File: src/rtl/if_fetch_unit_if.sv
// Instruction-memory request/response port of the IF stage.
// Single outstanding request: req/ready accept, rvalid/rdata return.
interface if_fetch_unit_if;
  logic        req;
  logic [31:0] addr;
  logic        ready;
  logic        rvalid;
  logic [31:0] rdata;

  modport master (
    output req, addr,
    input  ready, rvalid, rdata
  );

  modport slave (
    input  req, addr,
    output ready, rvalid, rdata
  );
endinterface

File: src/rtl/if_fetch_unit.sv
// IF stage: owns the PC, fetches one word at a time, feeds the F/D register.
// Optional FETCH_BYPASS_EN forwards imem_rdata straight to decode.
module if_fetch_unit #(
  parameter logic [31:0] RESET_PC  = 32'h0000_3000,
  parameter logic [31:0] NOP_INSTR = 32'h0000_0000
) (
  input  logic              clk,
  input  logic              rst_n,
  if_fetch_unit_if.master   imem,
  input  logic              stall_D,
  input  logic              redirect,
  input  logic [31:0]       redirect_pc,
  output logic              fd_en,
  output logic              fd_valid,
  output logic [31:0]       N_Instr_D,
  output logic [31:0]       N_PC4_D,
  output logic [31:0]       N_PC8_D
);

  typedef enum logic [1:0] {
    S_IDLE,
    S_REQ,
    S_WAIT,
    S_HOLD
  } state_t;

  state_t      state_q, state_d;
  logic [31:0] pc_q, pc_d;
  logic [31:0] instr_q, instr_d;
  logic        drop_q, drop_d;
`ifdef FETCH_BYPASS_EN
  logic        bypass;
`endif

  always_ff @(posedge clk or negedge rst_n) begin
    if (!rst_n) begin
      state_q <= S_IDLE;
      pc_q    <= RESET_PC;
      instr_q <= NOP_INSTR;
      drop_q  <= 1'b0;
    end else begin
      state_q <= state_d;
      pc_q    <= pc_d;
      instr_q <= instr_d;
      drop_q  <= drop_d;
    end
  end

  always_comb begin
    state_d = state_q;
    pc_d    = pc_q;
    instr_d = instr_q;
    drop_d  = drop_q;
`ifdef FETCH_BYPASS_EN
    bypass  = 1'b0;
`endif
    unique case (state_q)
      S_IDLE: state_d = S_REQ;
      S_REQ: begin
        if (imem.ready) state_d = S_WAIT;
      end
      S_WAIT: begin
        if (imem.rvalid) begin
          if (drop_q) begin
            drop_d  = 1'b0;
            state_d = S_REQ;
          end else
`ifdef FETCH_BYPASS_EN
          if (!stall_D && !redirect) begin
            bypass  = 1'b1;
            pc_d    = pc_q + 32'd4;
            state_d = S_REQ;
          end else
`endif
          begin
            instr_d = imem.rdata;
            state_d = S_HOLD;
          end
        end
      end
      S_HOLD: begin
        if (!stall_D) begin
          pc_d    = pc_q + 32'd4;
          state_d = S_REQ;
        end
      end
      default: state_d = S_IDLE;
    endcase

    // A redirect wins over stall and advance; an in-flight old fetch is dropped
    if (redirect) begin
      pc_d = redirect_pc & ~32'd3;
      unique case (state_q)
        S_REQ: begin
          if (imem.ready) begin
            state_d = S_WAIT;
            drop_d  = 1'b1;
          end else begin
            state_d = S_REQ;
          end
        end
        S_WAIT: begin
          if (imem.rvalid) begin
            state_d = S_REQ;
            drop_d  = 1'b0;
          end else begin
            drop_d  = 1'b1;
          end
        end
        default: state_d = S_REQ;
      endcase
    end
  end

  assign imem.req  = (state_q == S_REQ);
  assign imem.addr = pc_q;

  assign fd_en   = ~stall_D;
  assign N_PC4_D = pc_q + 32'd4;
  assign N_PC8_D = pc_q + 32'd8;

`ifdef FETCH_BYPASS_EN
  assign fd_valid  = (state_q == S_HOLD) | bypass;
  assign N_Instr_D = bypass ? imem.rdata :
                     (state_q == S_HOLD) ? instr_q : NOP_INSTR;
`else
  assign fd_valid  = (state_q == S_HOLD);
  assign N_Instr_D = fd_valid ? instr_q : NOP_INSTR;
`endif

endmodule

File: src/flat_wrapper.sv
// flat-port wrapper written by rule: the top's interface ports become plain ports
module if_fetch_unit_flat 
#(
  parameter logic [31:0] RESET_PC  = 32'h0000_3000,
  parameter logic [31:0] NOP_INSTR = 32'h0000_0000
)
  (clk, rst_n, stall_D, redirect, redirect_pc, fd_en, fd_valid, N_Instr_D, N_PC4_D, N_PC8_D, imem_req, imem_addr, imem_ready, imem_rvalid, imem_rdata);
  if_fetch_unit_if imem_i ();
  input  logic clk;
  input  logic rst_n;
  input  logic stall_D;
  input  logic redirect;
  input  logic [31:0] redirect_pc;
  output logic fd_en;
  output logic fd_valid;
  output logic [31:0] N_Instr_D;
  output logic [31:0] N_PC4_D;
  output logic [31:0] N_PC8_D;
  output wire logic [$bits(imem_i.req)-1:0] imem_req;
  output wire logic [$bits(imem_i.addr)-1:0] imem_addr;
  input wire logic [$bits(imem_i.ready)-1:0] imem_ready;
  input wire logic [$bits(imem_i.rvalid)-1:0] imem_rvalid;
  input wire logic [$bits(imem_i.rdata)-1:0] imem_rdata;
  assign imem_req = imem_i.req;
  assign imem_addr = imem_i.addr;
  assign imem_i.ready = imem_ready;
  assign imem_i.rvalid = imem_rvalid;
  assign imem_i.rdata = imem_rdata;
  if_fetch_unit #(.RESET_PC(RESET_PC), .NOP_INSTR(NOP_INSTR)) u_core (.clk(clk), .rst_n(rst_n), .imem(imem_i), .stall_D(stall_D), .redirect(redirect), .redirect_pc(redirect_pc), .fd_en(fd_en), .fd_valid(fd_valid), .N_Instr_D(N_Instr_D), .N_PC4_D(N_PC4_D), .N_PC8_D(N_PC8_D));
endmodule
File: config.mk
export PLATFORM = sky130hd
export DESIGN_NAME = if_fetch_unit_flat
export DESIGN_NICKNAME = d
export VERILOG_FILES = /design/src/rtl/if_fetch_unit_if.sv /design/src/rtl/if_fetch_unit.sv /design/src/flat_wrapper.sv
export SDC_FILE = /design/constraint.sdc
export NUM_CORES = 1
export LEC_CHECK = 0
export ABC_CLOCK_PERIOD_IN_PS = 2200
export CAP_MARGIN = 40
export CORE_MARGIN = 3
export CORE_UTILIZATION = 39
export DETAILED_ROUTE_END_ITERATION = 8
export PLACE_DENSITY = 0.9
export SYNTH_ARGS = -nofsm -noshare
export SYNTH_HDL_FRONTEND = slang
export SYNTH_SLANG_ARGS = --single-unit
File: constraint.sdc
create_clock -name clk -period 2.2 [get_ports clk]
set_clock_uncertainty 0.05 [all_clocks]
set_input_delay 0.33 -clock clk [delete_from_list [all_inputs] [get_ports clk]]
set_output_delay 0.33 -clock clk [all_outputs]
set_load 0.005 [all_outputs]
Yosys cells after proc, flatten, opt, wreduce, memory -nomap -nowiden
Cells that the tools add are included.
{ "op_classes": {"n_reduce_logical": 4, "n_mux": 19, "n_bitwise": 2, "add_sub_neg": 2, "n_eq_ne": 4} }
{ "ops": {"columns": ["operator", "count"], "rows": [
  ["$mux 32", 4],
  ["$add 32x3->32 const B", 1],
  ["$add 32x4->32 const B", 1],
  ["$mux 2", 7],
  ["$pmux 2 s4", 1],
  ["$mux 1", 5],
  ["$eq 2x2->1 const B", 2],
  ["$pmux 2 s2", 1],
  ["$reduce_and 3->1", 1],
  ["$eq 2x1->1 const B", 1],
  ["$logic_not 2->1", 1],
  ["$ne 2x1->1 const B", 1],
  ["$not 1->1", 2],
  ["$pmux 1 s2", 1],
  ["$reduce_and 2->1", 1],
  ["$reduce_bool 2->1", 1]
]} }
{ "totals": {"word_cells": 35, "ff_bits": 67, "in_bits": 70} }

Logic depth before layout (Yosys ltp)
{ "logic_depth": {"word_depth": 6, "mapped_depth": 6, "depth_no_buf": 6} }

Worst setup path before layout
OpenSTA, ideal clock, no wires.
{ "synth_path": {"path_type": "register -> output", "from": "register u_core.pc_q[4] (netlist: u_core.imem.addr[4])", "to": "output port N_PC8_D[25]", "required_time_ns": 1.820, "slack_ns": -0.186, "path_buffers": 1, "stages_incl_launch_ff": 7, "t_arrival_ns": 2.006, "cell_sequence": "dfrtp_1 -> ha_1 -> nand3_4 -> or4_1 -> buf_2 -> or2_2 -> xnor2_1"} }
{ "synth_via": {"elab_chain_cells": 1} }
{ "synth_rtl": {"columns": ["item", "line_no", "source"], "rows": [
  ["start: declaration", "if_fetch_unit.sv:28", "logic [31:0] pc_q, pc_d;"],
  ["start signal: assignment", "if_fetch_unit.sv:43", "pc_q <= pc_d;"],
  ["$add 32x4->32", "if_fetch_unit.sv:120", "assign N_PC8_D = pc_q + 32'd8;"],
  ["end: declaration", "flat_wrapper.sv:18", "output logic [31:0] N_PC8_D;"]
]} }
Every way passes these cells.

Worst setup path after layout
{ "layout_path": {"from": "register u_core.pc_q[12] (netlist: u_core.imem.addr[12])", "to": "output port N_PC4_D[25]"} }
{ "layout_via": {"elab_chain_cells": 1} }
{ "layout_rtl": {"columns": ["item", "line_no", "source"], "rows": [
  ["$add 32x3->32", "if_fetch_unit.sv:119", "assign N_PC4_D = pc_q + 32'd4;"],
  ["end: declaration", "flat_wrapper.sv:17", "output logic [31:0] N_PC4_D;"]
]} }
Every way passes these cells.

==> flow_metrics.env <==
export IMPL_synthSimpleGateAreaFrac=0.2640
export IMPL_diodes=0
export IMPL_synth_compound_gate_area_share=0.07145
export IMPL_dr_pass1_iters=5
export IMPL_synth_xor_area_frac=0.1348
export IMPL_finalSetupViolations=51
export IMPL_multiInputGateArea_um2=3352
export IMPL_grt_max_degree=34
export IMPL_drv_cap=0
export IMPL_clkTransAtPathRegs_ns=0.06
export IMPL_syn_area_um2=4483
export IMPL_whs_path_depth=1
export IMPL_dp_hpwl_um=12690
export IMPL_numCtsBuffers=9
export IMPL_setup_tns_ns=-10.26
export IMPL_drc=0
export IMPL_pre_cts_ws_ns=-0.4691
export IMPL_dpl_instance_area_um2=7119
export IMPL_cts_sinks=65
export IMPL_cp_max_fo=3
export IMPL_crit_buf_inv=2
export IMPL_stdcell_count=971
export IMPL_hold_path_class="register to register"
export IMPL_synth_edf_count=0
export IMPL_async_reset_ff_frac=1.000
export IMPL_synth_top_family_by_area="simple AND/OR/NAND/NOR gates"
export IMPL_p_comb_frac=0.417
export IMPL_fmax_mhz=387.4
export IMPL_violations="setup timing"
export IMPL_grt_usage=0.2990
export IMPL_p_int_mw=3.716
export IMPL_placed_cells=890
export IMPL_portBuffers=192
export IMPL_status="complete, but fails checks"
export IMPL_slowest_delay_ns=0.58
export IMPL_io_pins=201
export IMPL_setup_worst_path_start_class="register"
export IMPL_power_density_nw_per_um2=641.5
export IMPL_wl_um=21010
export IMPL_core_um2=11030
export IMPL_fillerInstances=650
export IMPL_worstRegToRegCells=10
export IMPL_die_height_um=113.2
export IMPL_grt_setup_unrepaired="yes"
export IMPL_finalCriticalPeriod_ns=2.581
export IMPL_vias=5455
export IMPL_ys_flop_type="dfrtp_1"
export IMPL_clock_latency_ns=0.33
export IMPL_die_area_um2=12820
export IMPL_setup_ws_ns=-0.3812
export IMPL_syn_inst=509
export IMPL_regArea_um2=1633
export IMPL_routedWlPerCell_um=21.63
export IMPL_power_leakage_nw=3.887
export IMPL_yosys_top_cells_count="63 x dfrtp_1, 52 x nand2_1, 46 x xnor2_1"
export IMPL_reg2reg_setup_slack_ns=-0.27
export IMPL_worstMarginPinSlew_ns=0.5563
export IMPL_worstSetupEndpointType="output pin"
export IMPL_initial_core_util=0.4064
export IMPL_synth_distinct_cells=45
export IMPL_synth_largest_area_cell="dfrtp_1"
export IMPL_syn_area_per_cell_um2=8.808
export IMPL_ys_seq_area_frac=0.3634
export IMPL_yosysMostFrequentCell="dfrtp_1"
export IMPL_area_growth_pct=91.68
export IMPL_cp_top_family="simple AND/OR/NAND/NOR gates"
export IMPL_path_cells="nand4_4, or4_4, buf_6, or2_4, xnor2_2, buf_2"
export IMPL_fin_nets=903
export IMPL_synth_top_area_frac=0.3517
export IMPL_clock_path_buffers=2
export IMPL_cpMaxStageDelayCell="dfstp_2"
export IMPL_slew_headroom=0.6292
export IMPL_ant_nets=0
export IMPL_root_buffer="clkbuf_16"
export IMPL_layout_drive_gt1_share=0.4380
export IMPL_p_seq_frac=0.320
export IMPL_drt_iter0_markers=376
export IMPL_die_width_um=113.2
export IMPL_grt_overflow_total=0
export IMPL_h_tree_depth=3
export IMPL_hold_violations=0
export IMPL_ir_drop_uv=504.9
export IMPL_pwr_share_clk=0.263
export IMPL_yosys_top_cells_area="dfrtp_1 35%, xnor2_1 9.0%, mux2_2 8.0%, xor2_1 4.5%, and2_1 4.5%"
export IMPL_power_switching_mw=1.797
export IMPL_p_sw_frac=0.3259
export IMPL_period_share=1.173
export IMPL_synthAdderAreaFrac=0.01954
export IMPL_antenna_found_initial=0
export IMPL_cts_tree="yes"
export IMPL_rows=38
export IMPL_gp_congestion=0.9260
export IMPL_hold_end="u_core.instr_q[19]$_DFFE_PN0P_"
export IMPL_final_max_slew_violation_count=0
export IMPL_crit_required_ns=1.82
export IMPL_hold_worst_slack_ns=0.4473
export IMPL_crit_type="register to output pin"
export IMPL_critical_path_arrival_ns=2.20
export IMPL_rr_startpoint="u_core.imem.addr[3]$_DFFE_PN0P_"
export IMPL_r2r_end="u_core.imem.addr[26]$_DFFE_PN0P_"
export IMPL_vias_per_cell=5.618
export IMPL_synth_warnings=0
export IMPL_synth_seq_cells=65
export IMPL_final_cell_area_um2=8593
export IMPL_muxShareOfSynthArea=0.08261
export IMPL_grt_pass1_wl_um=30670
export IMPL_first_global_vias=5739
export IMPL_min_from="u_core.instr_q[19]$_DFFE_PN0P_"
-- worst max-delay path by stage --
stage	start	slack, ns	cells after the start	endpoint
after floorplan	u_core.imem.addr[3]$_DFFE_PN0P_	-0.06	6	N_PC8_D[25]
after global placement	u_core.imem.addr[12]$_DFFE_PN1P_	-0.42	5	N_PC4_D[25]
after detailed placement	u_core.imem.addr[3]$_DFFE_PN0P_	-0.47	7	N_PC8_D[19]
after CTS	u_core.imem.addr[4]$_DFFE_PN0P_	-0.33	7	N_PC4_D[25]
after global routing	u_core.imem.addr[13]$_DFFE_PN1P_	-0.41	9	N_PC4_D[22]
final	u_core.imem.addr[12]$_DFFE_PN1P_	-0.38	6	N_PC4_D[25]
-- layout by cell type (no fill, tap or decap), drive strengths merged, types with 3 or more instances in the layout --
cell           count
buf              199
clkdlybuf4s50    120
dfrtp             63
nand2             52
xnor2             46
nor2              34
and2              32
mux2              32
o21ai             23
xor2              23
dlygate4sd2       22
nand3             21
nand4             16
clkbuf            15
nor4              15
nor3              12
inv               10
or4                9
or3                8
a31oi              8
a21oi              7
ha                 7
conb               6
nor2b              5
nand3b             5
clkinv             4
or2                4
o31ai              4
dlymetal6s2s       3
-- cells by family after synthesis --
logic type                 Yosys count
AOI/OAI and AO/OA                   53
xor gates and xnor gates            69
adders and majority gates            7
buffers and inverters               61
DFF                                 65
muxes                               33
other                                1
and+or+nand+nor                    220
-- through the flow --
step / utilization / total power [mW]
finish: 0.7790 / 5.512
global route: 0.7790 / 5.796
CTS: 0.7388 / 5.350
detailed placement: 0.6454 / 3.780
global placement: 0.6454 / 3.676
floorplan: - / 2.652
-- routing by layer --
metal  global-route usage  vias up  routed length [µm]
li1                     -     2370                   -
met4               0.1498        0                1037
met2               0.5355      383               10620
met1               0.3302     2612                7440
met5                    0        -                   0
met3              0.06952       90                1909
-- state kept, by name (all words and copies together), names as in the netlist --
name,cells
u_core.instr_q,32
u_core.imem.addr,30
u_core.drop_q,1
u_core.state_q,2
-- power groups by stage --
stage                     registers, mW  logic (mW)  clock network, mW
after floorplan                    1.70       0.954                  0
after global placement             1.74        1.94                  0
after detailed placement           1.77        2.01                  0
after CTS                          1.75        2.16               1.44
after global routing               1.81        2.48               1.51
final                              1.76        2.30               1.45
-- cell type report --
| class | count | share of cell area |
|---|---|---|
| flip-flops and latches | 65 | 0.1900 |
| inverters | 9 | 0.003931 |
| multi-input cells | 388 | 0.3901 |
| clock inverters | 7 | 0.008154 |
| repair buffers | 353 | 0.3612 |
| clock buffers | 9 | 0.02621 |
| well taps | 140 | 0.02038 |
-- repair_timing --
item / CTS / global route
buffers inserted: 47 / 20
gates resized for setup: 304 / 85
hold buffers: 1 / 0
pin swaps: 57 / 37
gates cloned: 2 / 0
endpoints found under the setup margin: 92 / 59
endpoints found under the hold margin: 20 / 0
No activity file was read; power rests on OpenSTA's default activity.
